<file path="src/rtl/lsu_arbiter.sv">
// Two-master arbiter in front of a single LSU port: m0 normally wins, m1 is
// protected by a starvation counter and may lock the bus for bounded bursts.
module lsu_arbiter #(
    parameter int STARVE_LIMIT = 8,
    parameter int MAX_LOCK     = 16
) (
    input  logic        clk,
    input  logic        rst,
    input  logic        m0_req,
    input  logic [15:0] m0_addr,
    input  logic [31:0] m0_wdata,
    input  logic        m0_we,
    input  logic [3:0]  m0_bmask,
    input  logic [2:0]  m0_ld_sel,
    input  logic        m1_req,
    input  logic [15:0] m1_addr,
    input  logic [31:0] m1_wdata,
    input  logic        m1_we,
    input  logic [3:0]  m1_bmask,
    input  logic [2:0]  m1_ld_sel,
    input  logic        m1_lock,
    output logic        m0_gnt,
    output logic        m1_gnt,
    output logic        m0_rvalid,
    output logic        m1_rvalid,
    output logic [31:0] m0_rdata,
    output logic [31:0] m1_rdata,
    output logic [15:0] lsu_addr,
    output logic [31:0] lsu_wdata,
    output logic        lsu_wr_en,
    output logic [3:0]  lsu_bmask,
    output logic [2:0]  lsu_ld_sel,
    input  logic [31:0] lsu_rdata,
    output logic [1:0]  o_dbg_state
);

    // Handshake: mX_req is a valid that must be held until accepted; mX_gnt is
    // the same-cycle ready, and the access transfers on any edge with req & gnt.

    typedef enum logic [1:0] {
        ST_ARB  = 2'b00,
        ST_LOCK = 2'b01,
        ST_COOL = 2'b10
    } state_t;

    localparam logic [7:0] L_STARVE = STARVE_LIMIT[7:0];
    localparam logic [7:0] L_MAX    = MAX_LOCK[7:0];

    state_t      r_state;
    state_t      w_next;
    logic [7:0]  r_starve;
    logic [7:0]  r_lock_cnt;
    logic [7:0]  w_lock_inc;
    logic        w_m0_gnt;
    logic        w_m1_gnt;
    logic        w_locked_req;
    logic        r_m0_rvalid;
    logic        r_m1_rvalid;
    logic [31:0] r_m0_rdata;
    logic [31:0] r_m1_rdata;

    assign w_lock_inc   = r_lock_cnt + 8'd1;
    assign w_locked_req = m1_req & m1_lock;

    always_comb begin
        w_m0_gnt = 1'b0;
        w_m1_gnt = 1'b0;
        w_next   = ST_ARB;
        if (rst) begin
            case (r_state)
                ST_ARB: begin
                    if (m1_req && (r_starve >= L_STARVE || !m0_req)) begin
                        w_m1_gnt = 1'b1;
                    end else begin
                        w_m0_gnt = m0_req;
                    end
                    if (w_m1_gnt && m1_lock) begin
                        w_next = ST_LOCK;
                    end
                end
                // m0 is shut out for the whole lock, including the release cycle.
                ST_LOCK: begin
                    w_m1_gnt = m1_req;
                    if (w_locked_req) begin
                        w_next = (w_lock_inc >= L_MAX) ? ST_COOL : ST_LOCK;
                    end
                end
                ST_COOL: begin
                    w_m0_gnt = m0_req;
                end
                default: begin
                    w_next = ST_ARB;
                end
            endcase
        end
    end

    always_ff @(posedge clk) begin
        if (!rst) begin
            r_state     <= ST_ARB;
            r_starve    <= 8'd0;
            r_lock_cnt  <= 8'd0;
            r_m0_rvalid <= 1'b0;
            r_m1_rvalid <= 1'b0;
            r_m0_rdata  <= 32'd0;
            r_m1_rdata  <= 32'd0;
        end else begin
            r_state <= w_next;

            if (m1_req && !w_m1_gnt) begin
                r_starve <= (r_starve >= L_STARVE) ? L_STARVE : r_starve + 8'd1;
            end else begin
                r_starve <= 8'd0;
            end

            if (r_state == ST_ARB && w_m1_gnt && m1_lock) begin
                r_lock_cnt <= 8'd1;
            end else if (r_state == ST_LOCK && w_locked_req) begin
                r_lock_cnt <= w_lock_inc;
            end else begin
                r_lock_cnt <= 8'd0;
            end

            r_m0_rvalid <= w_m0_gnt & ~m0_we;
            r_m1_rvalid <= w_m1_gnt & ~m1_we;
            if (w_m0_gnt && !m0_we) begin
                r_m0_rdata <= lsu_rdata;
            end
            if (w_m1_gnt && !m1_we) begin
                r_m1_rdata <= lsu_rdata;
            end
        end
    end

    always_comb begin
        lsu_addr   = 16'd0;
        lsu_wdata  = 32'd0;
        lsu_wr_en  = 1'b0;
        lsu_bmask  = 4'd0;
        lsu_ld_sel = 3'b010;
        if (w_m0_gnt) begin
            lsu_addr   = m0_addr;
            lsu_wdata  = m0_wdata;
            lsu_wr_en  = m0_we;
            lsu_bmask  = m0_bmask;
            lsu_ld_sel = m0_ld_sel;
        end else if (w_m1_gnt) begin
            lsu_addr   = m1_addr;
            lsu_wdata  = m1_wdata;
            lsu_wr_en  = m1_we;
            lsu_bmask  = m1_bmask;
            lsu_ld_sel = m1_ld_sel;
        end
    end

    assign m0_gnt      = w_m0_gnt;
    assign m1_gnt      = w_m1_gnt;
    assign m0_rvalid   = r_m0_rvalid;
    assign m1_rvalid   = r_m1_rvalid;
    assign m0_rdata    = r_m0_rdata;
    assign m1_rdata    = r_m1_rdata;
    assign o_dbg_state = r_state;

endmodule

</file>
<file path="config.mk">
export PLATFORM = sky130hd
export DESIGN_NAME = lsu_arbiter
export DESIGN_NICKNAME = d
export VERILOG_FILES = /design/src/rtl/lsu_arbiter.sv
export SDC_FILE = /design/constraint.sdc
export NUM_CORES = 1
export LEC_CHECK = 0
export BUFFER_PORTS_ARGS = -buffer_cell sky130_fd_sc_hd__buf_2
export CORE_AREA = 3 3 105 107
export DETAILED_ROUTE_END_ITERATION = 10
export DIE_AREA = 0 0 108 110
export PLACE_DENSITY = 0.73
export SLEW_MARGIN = 20
export SYNTH_ARGS = -nofsm -noshare
export SYNTH_HDL_FRONTEND = slang
export SYNTH_SLANG_ARGS = --single-unit
</file>
<file path="constraint.sdc">
create_clock -name clk -period 2.03 [get_ports clk]
set_input_delay 0.3045 -clock clk [delete_from_list [all_inputs] [get_ports clk]]
set_output_delay 0.3045 -clock clk [all_outputs]
set_load 0.005 [all_outputs]
</file>
==> impl_table.tex, run 1 <==
\begin{tabular}{lr}
\hline
Metric & Value \\
\hline
\multicolumn{2}{l}{\textbf{Global routing}} \\
Wire length of the first global-routing pass & 19.1 mm \\
Number of antenna violations at the first check in global routing & 2 \\
Number of global-route vias before repair & 3,911 \\
Sum of overflow across all layers after global routing & 0 \\
Global Route Usage Sum & 20.7\% \\
Pin count of the biggest net entering global routing & 67 \\
\multicolumn{2}{l}{\textbf{Yosys}} \\
Simple-Gate Fraction of Synth Area & 15.0\% \\
Unique masters post-synth & 40 \\
Complex-gate fraction of the synthesized area & 19.7\% \\
Cell Area, Synth & 3710 um2 \\
Main combinational cell family by area after synthesis & compound AO/OA/AOI/OAI gates \\
Count of flip-flops with a built-in enable after synthesis & 0 \\
Xor-xnor portion of the synthesized cell area & 1.41\% \\
Fraction of synthesized cell area taken by the top area cell type & 45.3\% \\
Synth area leaders & dfxtp\_1 45\%, a22o\_1 13\%, nand2\_1 10\% \\
Post-synthesis adder-cell area fraction & 1.01\% \\
Most frequent cells after synthesis & 100 x nand2\_1, 84 x dfxtp\_1, 55 x a22o\_1 \\
Most used flip-flop cell after synthesis & dfxtp\_1 \\
Post-synthesis cell type with the largest combined area & dfxtp\_1 \\
Most frequently used cell type in the post-synthesis netlist & nand2\_1 \\
Proportion of register bits with asynchronous set or reset after synthesis & 0\% \\
Mean instance size in the synthesized netlist & 8.68 um2 \\
Number of synthesized register bits & 84 \\
Multiplexer fraction of the synthesized cell area & 8.62\% \\
Syn Inst Count & 428 \\
Seq/Total Area, Yosys & 45.3\% \\
Syn. warnings & 0 \\
\multicolumn{2}{l}{\textbf{Clocking}} \\
TritonCTS buffer count & 9 \\
Number of clock sinks & 84 \\
Root Buffer Master & clkbuf\_8 \\
Number of buffers between clock root and the deepest sink & 2 \\
Clock tree from TritonCTS & yes \\
Worst skew pair latency & 340 ps \\
Clk pin slew, worst setup/hold paths & 90 ps \\
Maximum level of the CTS H-tree & 3 \\
Cts hold-fix bufs & 0 \\
\multicolumn{2}{l}{\textbf{Floorplanning}} \\
Die height & 110 um \\
Area inside the core boundary & 10,200 um2 \\
Number of top-level pins & 275 \\
Starting density of the core & 36.3\% \\
Horiz. Die Dim & 108 um \\
Area of the die & 11,900 um2 \\
Placement Rows & 37 \\
\multicolumn{2}{l}{\textbf{STA}} \\
Final number of hold-violating endpoints & 0 \\
Worst Clk Skew & 8.48 ps \\
Fmax achieved & 414 MHz \\
Min cycle time layout & 2410 ps \\
Number of setup violations in the final report & 57 \\
Final worst slack & -384 ps \\
Transition time at the pin with the least slew margin & 679 ps \\
Unrepaired setup endpoints after global routing & true \\
Slew Limit Fails & 0 \\
Rel. slew slack & 54.7\% \\
Portion of the clock cycle consumed by the worst path in the final layout & 119\% \\
\multicolumn{2}{l}{\textbf{Worst hold path}} \\
Hold path start & lsu\_rdata[11] \\
Tightest Hold Check Type & in -> reg \\
\multicolumn{2}{l}{\textbf{Outcome}} \\
Violations in the final reports & setup timing \\
Status & complete, but fails checks \\
\multicolumn{2}{l}{\textbf{Setup path}} \\
Required time worst endpoint & 1730 ps \\
Startpoint type of the worst setup path & flop \\
Cell with the biggest individual delay on the critical path & or4\_4 \\
Timing startpoint of the critical path & r\_starve[7] \\
Crit path capture type & output pin \\
Maximum fanout along the worst path & 16 \\
Worst reg2reg startpoint & r\_starve[7] \\
Crit Path Category & reg -> out \\
Cell-by-cell trace of the critical path & or4\_4 > o21ai\_4 > and3\_4 > clkbuf\_16 > a22o\_1 > buf\_2 \\
Arrival time at the worst endpoint & 2110 ps \\
Delay of the slowest critical-path stage & 550 ps \\
\multicolumn{2}{l}{\textbf{Place}} \\
I/O Buffers & 274 \\
Area post-placement & 5250 um2 \\
Detailed-placement wirelength estimate & 10.8 mm \\
Final Wtd Congestion & 0.853 \\
\multicolumn{2}{l}{\textbf{Detailed routing}} \\
First-pass iteration count of the detailed router & 5 \\
Residual DRC & 0 \\
Antenna-violating nets left & 0 \\
Wire length per cell & 16.0 um \\
Via-per-instance ratio & 4.83 \\
Via count of the routed design & 4,071 \\
Number of design-rule violations left by the first detailed-router iteration & 226 \\
Routed wire length & 13.5 mm \\
\multicolumn{2}{l}{\textbf{Cells and area}} \\
Share of layout cells above drive strength 1 & 44.4\% \\
Fill cell total of the finished layout & 963 \\
Multi-input logic area & 1740 um2 \\
Post-layout nets & 852 \\
Layout overhead on the synthesized area & 49.3\% \\
Finished Core Util & 54.2\% \\
Post-route cell area & 5550 um2 \\
Sequential cell area & 1680 um2 \\
\multicolumn{2}{l}{\textbf{Power and ir drop}} \\
Largest vdd supply drop & 475 uV \\
Final total power & 0.00371 W \\
Power Density & 668 nW/um2 \\
Total leakage power & 3.12 nW \\
\multicolumn{2}{l}{\textbf{Flow run}} \\
\# Max-Cap Violations & 0 \\
\hline
\end{tabular}
==> layer usage <==
layer | GRT usage [%] | up-vias | wire (um)
met4 | 12.0 | 0 | 632
met3 | 7.28 | 38 | 1330
met2 | 36.6 | 211 | 6540
met5 | 0 | - | 0
met1 | 21.2 | 1842 | 5030
li1 | - | 1980 | -
==> cell families after synthesis <==
kind of cell / count (synthesis)
adder cells (fa/ha/maj): 3
multiplexers: 32
AO/OA/AOI/OAI: 99
XOR/XNOR: 6
AND/OR/NAND/NOR: 132
other: 1
buffers and inverters: 71
flip-flops: 84
==> path summary, 6_finish.rpt <==
kind         depth (start not counted)            end  slack (ps)
max                                  6  lsu_wdata[24]        -380
min                                  3   m1_rdata[11]         170
max reg2reg                          7   m0_rdata[25]         200
min reg2reg                          2   m1_rdata[11]         460
==> state kept, by name (all words and copies together) (netlist names) <==
register / count
m0_rvalid: 1
m1_rdata: 32
m0_rdata: 32
r_lock_cnt: 8
r_starve: 8
m1_rvalid: 1
o_dbg_state: 2
==> power breakdown <==
group | leakage [nW] | total (W) | switching [W] | internal [W]
Clock | 0.119 | 0.00137 | 0.000625 | 0.000743
Sequential | 0.686 | 0.00175 | 0.0000359 | 0.00171
Combinational | 2.31 | 0.000590 | 0.000278 | 0.000312
==> what timing repair did <==
item	CTS	global route
gates cloned	0	1
pin swaps	1	13
resized for setup	3	3
endpoints found under the setup margin	58	58
buffers inserted	1	1
endpoints found under the hold margin	0	0
==> worst max-delay path, delay by kind of cell (launching register included) <==
| kind | cells | cell delay (ps) |
|---|---|---|
| DFF | 1 | 330 |
| buffers and inverters | 2 | 310 |
| and+or+nand+nor | 2 | 850 |
| AOI/OAI and AO/OA | 2 | 280 |
==> stage by stage <==
step | cells | hold WS [ps] | setup WS [ps] | setup TNS [ps]
3_5_place_dp | 822 | 448 | -20.3 | -96.5
4_1_cts | 839 | 148 | -391 | -19390
3_3_place_gp | 822 | 438 | 64.7 | 0
2_1_floorplan | 431 | 413 | 162 | 0
5_1_grt | 843 | 156 | -433 | -23090
6_report | 843 | 168 | -384 | -19580
==> cell usage in the layout (no fill, tap or decap), drive strengths merged, types with 2 or more instances in the layout <==
cell type,Yosys,layout
buf,15,288
nand2,101,101
dfxtp,84,84
a22o,55,55
inv,40,43
o21ai,35,35
mux2i,32,32
nor2,11,11
clkbuf,16,11
nand3,4,4
xnor2,4,4
conb,1,4
ha,3,3
diode,0,2
nor2b,2,2
nor3,2,2
nand2b,2,2
xor2,2,2
bufinv,0,2
and3,2,2
==> cell type report <==
| class | count | area share [%] |
|---|---|---|
| inverters | 40 | 2.71 |
| flip-flops and latches | 84 | 30.3 |
| multi-input cells | 276 | 31.4 |
| well taps | 136 | 3.07 |
| repair buffers | 289 | 28.2 |
| diodes | 2 | 0.0902 |
| clock buffers | 10 | 2.48 |
| clock inverters | 6 | 1.69 |
(Power assumes the default switching activity.)
==> run 2: changes to the inputs <==
--- a/config.mk
+++ b/config.mk
@@ -6,10 +6,11 @@
 export NUM_CORES = 1
 export LEC_CHECK = 0
 export BUFFER_PORTS_ARGS = -buffer_cell sky130_fd_sc_hd__buf_2
-export CORE_AREA = 3 3 105 107
+export CORE_AREA = 8 8 105 107
+export CTS_CLUSTER_SIZE = 20
 export DETAILED_ROUTE_END_ITERATION = 10
-export DIE_AREA = 0 0 108 110
-export PLACE_DENSITY = 0.73
+export DIE_AREA = 0 0 113 115
+export PLACE_DENSITY = 0.79
 export SLEW_MARGIN = 20
 export SYNTH_ARGS = -nofsm -noshare
 export SYNTH_HDL_FRONTEND = slang
==> constraint.sdc (replaced) <==
create_clock -name clk -period 2.7 [get_ports clk]
set_input_delay 0.405 -clock clk [delete_from_list [all_inputs] [get_ports clk]]
set_output_delay 0.405 -clock clk [all_outputs]
set_load 0.005 [all_outputs]
==> impl_table.tex, run 2 (synthesis results as in run 1) <==
\begin{tabular}{lr}
\hline
Metric & Value \\
\hline
\multicolumn{2}{l}{\textbf{Outcome}} \\
Status & finished clean \\
\multicolumn{2}{l}{\textbf{Worst hold path}} \\
Tightest Hold Check Type & in -> reg \\
Hold path start & lsu\_rdata[20] \\
Number of stages on the worst hold path & 3 \\
Hold Path End & m1\_rdata[20] \\
\multicolumn{2}{l}{\textbf{Flow run}} \\
\# Max-Cap Violations & 0 \\
\multicolumn{2}{l}{\textbf{Global routing}} \\
Global Route Usage Sum & 20.9\% \\
Pin count of the biggest net entering global routing & 69 \\
Number of antenna violations at the first check in global routing & 6 \\
Wire length of the first global-routing pass & 21.2 mm \\
Number of global-route vias before repair & 4,064 \\
Sum of overflow across all layers after global routing & 0 \\
\multicolumn{2}{l}{\textbf{STA}} \\
Portion of the clock cycle consumed by the worst path in the final layout & 96.3\% \\
Final number of hold-violating endpoints & 0 \\
Transition time at the pin with the least slew margin & 663 ps \\
Unrepaired setup endpoints after global routing & false \\
Rel. slew slack & 55.8\% \\
Slew Limit Fails & 0 \\
Worst Clk Skew & 8.57 ps \\
Min cycle time layout & 2600 ps \\
Post-route setup TNS & 0 ps \\
Final worst slack & 100 ps \\
Fmax achieved & 385 MHz \\
Number of setup violations in the final report & 0 \\
\multicolumn{2}{l}{\textbf{Setup path}} \\
Startpoint type of the worst setup path & flop \\
Crit path capture type & output pin \\
Worst reg2reg startpoint & o\_dbg\_state[1] \\
Maximum fanout along the worst path & 39 \\
Worst reg2reg setup slack & 860 ps \\
Reg-to-Reg End & m1\_rdata[11] \\
Cell with the biggest individual delay on the critical path & or4\_4 \\
Required time worst endpoint & 2300 ps \\
Number of cells on the worst reg-to-reg path & 4 \\
Arrival time at the worst endpoint & 2190 ps \\
Cell-by-cell trace of the critical path & or4\_4 > o21ai\_2 > and3\_4 > buf\_12 > a22o\_1 > buf\_2 \\
Delay of the slowest critical-path stage & 540 ps \\
Crit Path Category & reg -> out \\
\multicolumn{2}{l}{\textbf{Clocking}} \\
TritonCTS buffer count & 9 \\
Maximum level of the CTS H-tree & 3 \\
Cts hold-fix bufs & 0 \\
Number of clock sinks & 84 \\
Worst skew pair latency & 360 ps \\
Clk pin slew, worst setup/hold paths & 80 ps \\
Clock tree from TritonCTS & yes \\
Number of buffers between clock root and the deepest sink & 2 \\
Root Buffer Master & clkbuf\_8 \\
\multicolumn{2}{l}{\textbf{Cells and area}} \\
Number of standard cells in the layout, taps in and fillers out & 825 \\
Commonest cells after routing, fill and taps aside & 274 x buf\_2, 100 x nand2\_1, 84 x dfxtp\_1 \\
Most frequent standard cell in the layout excluding fill and tap cells & buf\_2 \\
Sequential cell area & 1680 um2 \\
Layout overhead on the synthesized area & 47.7\% \\
Finished Core Util & 58.0\% \\
Multi-input logic area & 1730 um2 \\
Post-layout nets & 852 \\
Fill cell total of the finished layout & 895 \\
Share of layout cells above drive strength 1 & 44.4\% \\
\multicolumn{2}{l}{\textbf{Power and ir drop}} \\
Total leakage power & 3.11 nW \\
Combinational Power Share & 16.0\% \\
Proportion of total power due to net switching & 24.8\% \\
Power Density & 501 nW/um2 \\
Flop pwr share & 47.8\% \\
Internal cell power & 0.00207 W \\
Clock power frac & 36.2\% \\
Power dissipated by switching net loads & 0.000683 W \\
Largest vdd supply drop & 400 uV \\
\multicolumn{2}{l}{\textbf{Floorplanning}} \\
Area of the die & 13,000 um2 \\
Horiz. Die Dim & 113 um \\
Area inside the core boundary & 9460 um2 \\
Die height & 115 um \\
Starting density of the core & 39.3\% \\
Number of top-level pins & 275 \\
Placement Rows & 36 \\
\multicolumn{2}{l}{\textbf{Detailed routing}} \\
Routed wire length & 14.4 mm \\
Wire length per cell & 17.4 um \\
Via-per-instance ratio & 4.90 \\
Antenna-violating nets left & 0 \\
Via count of the routed design & 4,043 \\
Residual DRC & 0 \\
Number of design-rule violations left by the first detailed-router iteration & 241 \\
Sum of met3 wire segment lengths after detailed routing & 1.30 mm \\
Metal-1 WL & 5.45 mm \\
Wire length on met2 & 7.17 mm \\
Max layer used & met4 \\
First-pass iteration count of the detailed router & 4 \\
\multicolumn{2}{l}{\textbf{Place}} \\
Final Wtd Congestion & 0.981 \\
Worst Setup Slack post-DPL & 177 ps \\
I/O Buffers & 274 \\
Detailed-placement wirelength estimate & 11.8 mm \\
Cell total after placement & 795 \\
\hline
\end{tabular}
run 2: cell count changes in the layout (fill, tap and decap cells not counted), moves of 2 or more:
cell,before,now
buf_4,8,11
buf_6,3,0
inv_6,2,0
clkinv_4,0,2
diode_2,2,6
run 2: worst max-delay path, delay by kind of cell (launching register included):
family	cells	cell delay, ps
simple gates	2	820
compound gates	2	350
flops	1	320
buf+inv	2	330
run 2: power by group through the flow:
stage / Sequential (W) / Combinational [W] / Clock, W
floorplan: 0.00135 / 0.000173 / 0
global placement: 0.00134 / 0.000420 / 0
detailed placement: 0.00134 / 0.000430 / 0
CTS: 0.00131 / 0.000442 / 0.00102
global route: 0.00132 / 0.000480 / 0.00107
finish: 0.00131 / 0.000439 / 0.000994
run 2: metal layers:
metal  up-vias  GRT usage (%)
met2       186           36.5
met5         -              0
met1      1850           21.2
met3        23           7.51
met4         0           12.3
li1       1984              -
run 2: metrics by stage:
step	hold WS, ps	instance area, um2	total power [W]
final	251	5490	0.00275
after global routing	252	5490	0.00287
after detailed placement	448	5170	0.00177
after CTS	234	5470	0.00277
after floorplan	430	3730	0.00152
after global placement	439	5170	0.00176
run 2: how the worst max path moves through the flow:
| stage | from | end | slack [ps] | depth (start not counted) |
|---|---|---|---|---|
| after global placement | m1_req | lsu_addr[14] | 210 | 7 |
| final | r_starve[7] | lsu_wdata[4] | 100 | 6 |
| after detailed placement | m1_req | lsu_wdata[4] | 180 | 7 |
| after floorplan | r_starve[7] | lsu_addr[0] | 730 | 6 |
| after CTS | r_starve[7] | lsu_wdata[31] | 70 | 6 |
| after global routing | r_starve[7] | lsu_ld_sel[2] | 10 | 6 |
run 2: timing repair:
item,4_1_cts,5_1_grt
resized for setup,1,0
buffers inserted,8,0
setup endpoints to repair,40,0
run 2: layout make-up:
class | count | share of cell area (%)
tap | 114 | 2.60
sequential | 84 | 30.6
clock inverter | 6 | 1.60
timing repair buffer | 289 | 28.0
multi-input combinational | 276 | 31.6
antenna | 6 | 0.274
clock buffer | 10 | 2.51
inverter | 40 | 2.81
==> run 3: changes to the inputs <==
==> constraint.sdc (replaced) <==
create_clock -name clk -period 2.7 [get_ports clk]
set_input_delay 0.405 -clock clk [delete_from_list [all_inputs] [get_ports clk]]
set_output_delay 0.405 -clock clk [all_outputs]
set_load 0.02 [all_outputs]
==> impl_table.tex, run 3 (synthesis results as in run 1) <==
\begin{tabular}{lr}
\hline
Metric & Value \\
\hline
\multicolumn{2}{l}{\textbf{STA}} \\
Rel. slew slack & 59.7\% \\
Hold slack final & 269 ps \\
Slew Limit Fails & 0 \\
Unrepaired setup endpoints after global routing & false \\
Fmax achieved & 380 MHz \\
Transition time at the pin with the least slew margin & 604 ps \\
Final number of hold-violating endpoints & 0 \\
Portion of the clock cycle consumed by the worst path in the final layout & 97.4\% \\
Post-route setup TNS & 0 ps \\
Min cycle time layout & 2630 ps \\
Worst Clk Skew & 15.6 ps \\
Number of setup violations in the final report & 0 \\
\multicolumn{2}{l}{\textbf{Cells and area}} \\
Finished Core Util & 57.5\% \\
Layout overhead on the synthesized area & 46.3\% \\
Most frequent standard cell in the layout excluding fill and tap cells & buf\_2 \\
Multi-input logic area & 1760 um2 \\
Sequential cell area & 1680 um2 \\
Post-layout nets & 847 \\
Share of layout cells above drive strength 1 & 43.9\% \\
Fill cell total of the finished layout & 875 \\
Post-route cell area & 5440 um2 \\
Commonest cells after routing, fill and taps aside & 274 x buf\_2, 100 x nand2\_1, 84 x dfxtp\_1 \\
\multicolumn{2}{l}{\textbf{Clocking}} \\
Maximum level of the CTS H-tree & 3 \\
Root Buffer Master & clkbuf\_8 \\
Number of buffers between clock root and the deepest sink & 2 \\
Number of clock sinks & 84 \\
TritonCTS buffer count & 9 \\
Clk pin slew, worst setup/hold paths & 80 ps \\
Cts hold-fix bufs & 0 \\
Worst skew pair latency & 340 ps \\
Clock tree from TritonCTS & yes \\
\multicolumn{2}{l}{\textbf{Global routing}} \\
Number of global-route vias before repair & 4,122 \\
Sum of overflow across all layers after global routing & 0 \\
Wire length of the first global-routing pass & 21.3 mm \\
Number of antenna violations at the first check in global routing & 4 \\
Global Route Usage Sum & 20.8\% \\
Pin count of the biggest net entering global routing & 66 \\
\multicolumn{2}{l}{\textbf{Place}} \\
Detailed-placement wirelength estimate & 11.6 mm \\
I/O Buffers & 274 \\
Area post-placement & 5140 um2 \\
Final Wtd Congestion & 0.994 \\
\multicolumn{2}{l}{\textbf{Floorplanning}} \\
Area of the die & 13,000 um2 \\
Starting density of the core & 39.3\% \\
Placement Rows & 36 \\
Area inside the core boundary & 9460 um2 \\
Die height & 115 um \\
Number of top-level pins & 275 \\
Horiz. Die Dim & 113 um \\
\multicolumn{2}{l}{\textbf{Detailed routing}} \\
Residual DRC & 0 \\
Antenna-violating nets left & 0 \\
First-pass iteration count of the detailed router & 4 \\
Wire length per cell & 17.7 um \\
Routed wire length & 14.4 mm \\
Via-per-instance ratio & 4.96 \\
Number of design-rule violations left by the first detailed-router iteration & 246 \\
Via count of the routed design & 4,050 \\
\multicolumn{2}{l}{\textbf{Setup path}} \\
Arrival time at the worst endpoint & 2220 ps \\
Crit Path Category & reg -> out \\
Maximum fanout along the worst path & 19 \\
Cell-by-cell trace of the critical path & or4\_4 > o21ai\_4 > and3\_4 > buf\_12 > a22o\_1 > buf\_2 \\
Startpoint type of the worst setup path & flop \\
Required time worst endpoint & 2300 ps \\
Delay of the slowest critical-path stage & 560 ps \\
Number of cells on the worst reg-to-reg path & 5 \\
Crit path capture type & output pin \\
Cell with the biggest individual delay on the critical path & or4\_4 \\
\multicolumn{2}{l}{\textbf{Worst hold path}} \\
Tightest Hold Check Type & in -> reg \\
Number of stages on the worst hold path & 3 \\
\multicolumn{2}{l}{\textbf{Flow run}} \\
\# Max-Cap Violations & 0 \\
\multicolumn{2}{l}{\textbf{Power and ir drop}} \\
Total leakage power & 3.08 nW \\
Power Density & 526 nW/um2 \\
Largest vdd supply drop & 387 uV \\
\multicolumn{2}{l}{\textbf{Outcome}} \\
Status & finished clean \\
\hline
\end{tabular}
==> run 3: cell count changes in the layout (fill, tap and decap cells not counted), moves of 2 or more <==
cell | previous run | this run
buf_12 | 4 | 1
buf_4 | 11 | 7
clkbuf_1 | 0 | 2
clkinv_2 | 2 | 0
diode_2 | 6 | 3
==> run 3: worst paths after layout <==
| check | from | to | slack [ps] |
|---|---|---|---|
| min reg2reg | m1_rdata[2] | m1_rdata[2] | 450 |
| max | r_starve[7] | lsu_addr[2] | 70 |
| min | lsu_rdata[23] | m1_rdata[23] | 270 |
| max reg2reg | r_starve[7] | m0_rdata[7] | 930 |
==> run 3: repair_timing <==
item | CTS | global route
resized for setup | 2 | 1
gates cloned | 1 | 1
buffers inserted | 2 | 0
pin swaps | 1 | 0
setup endpoints to repair | 43 | 55
==> run 3: layout make-up <==
type                       count  share of cell area [%]
sequential                    84                    30.9
antenna                        3                   0.138
clock inverter                 3                    1.27
tap                          114                    2.62
multi-input combinational    277                    32.3
inverter                      40                    2.76
timing repair buffer         283                    27.0
clock buffer                  13                    2.92
==> run 3: metal layers <==
metal	share of wire, %	global-route usage (%)	up-vias	routed length, um
met2	51	37.1	175	7310
met5	0.055	0	-	8
met1	37	20.3	1871	5320
met4	2.9	11.7	2	423
met3	9.5	7.93	25	1370
li1	-	-	1977	-
==> run 3: stage by stage <==
| step | total power, W | cells | setup slack (ps) |
|---|---|---|---|
| 4_1_cts | 0.00288 | 813 | 14.0 |
| 3_5_place_dp | 0.00188 | 794 | 278 |
| 6_report | 0.00286 | 817 | 71.5 |
| 3_3_place_gp | 0.00187 | 794 | 337 |
| 2_1_floorplan | 0.00164 | 431 | 632 |
| 5_1_grt | 0.00298 | 817 | 17.8 |
==> run 3: power breakdown <==
group | total [W] | switching (W) | internal [W]
registers | 0.00131 | 0.0000258 | 0.00129
clock network | 0.000992 | 0.000418 | 0.000575
logic | 0.000551 | 0.000326 | 0.000226
total | 0.00286 | 0.000769 | 0.00209
==> run 3: critical path, delay by kind of cell (launching register included) <==
kind,cells,cell delay [ps]
AND/OR/NAND/NOR,2,850
AO/OA/AOI/OAI,2,370
buffers and inverters,2,350
flip-flops,1,320
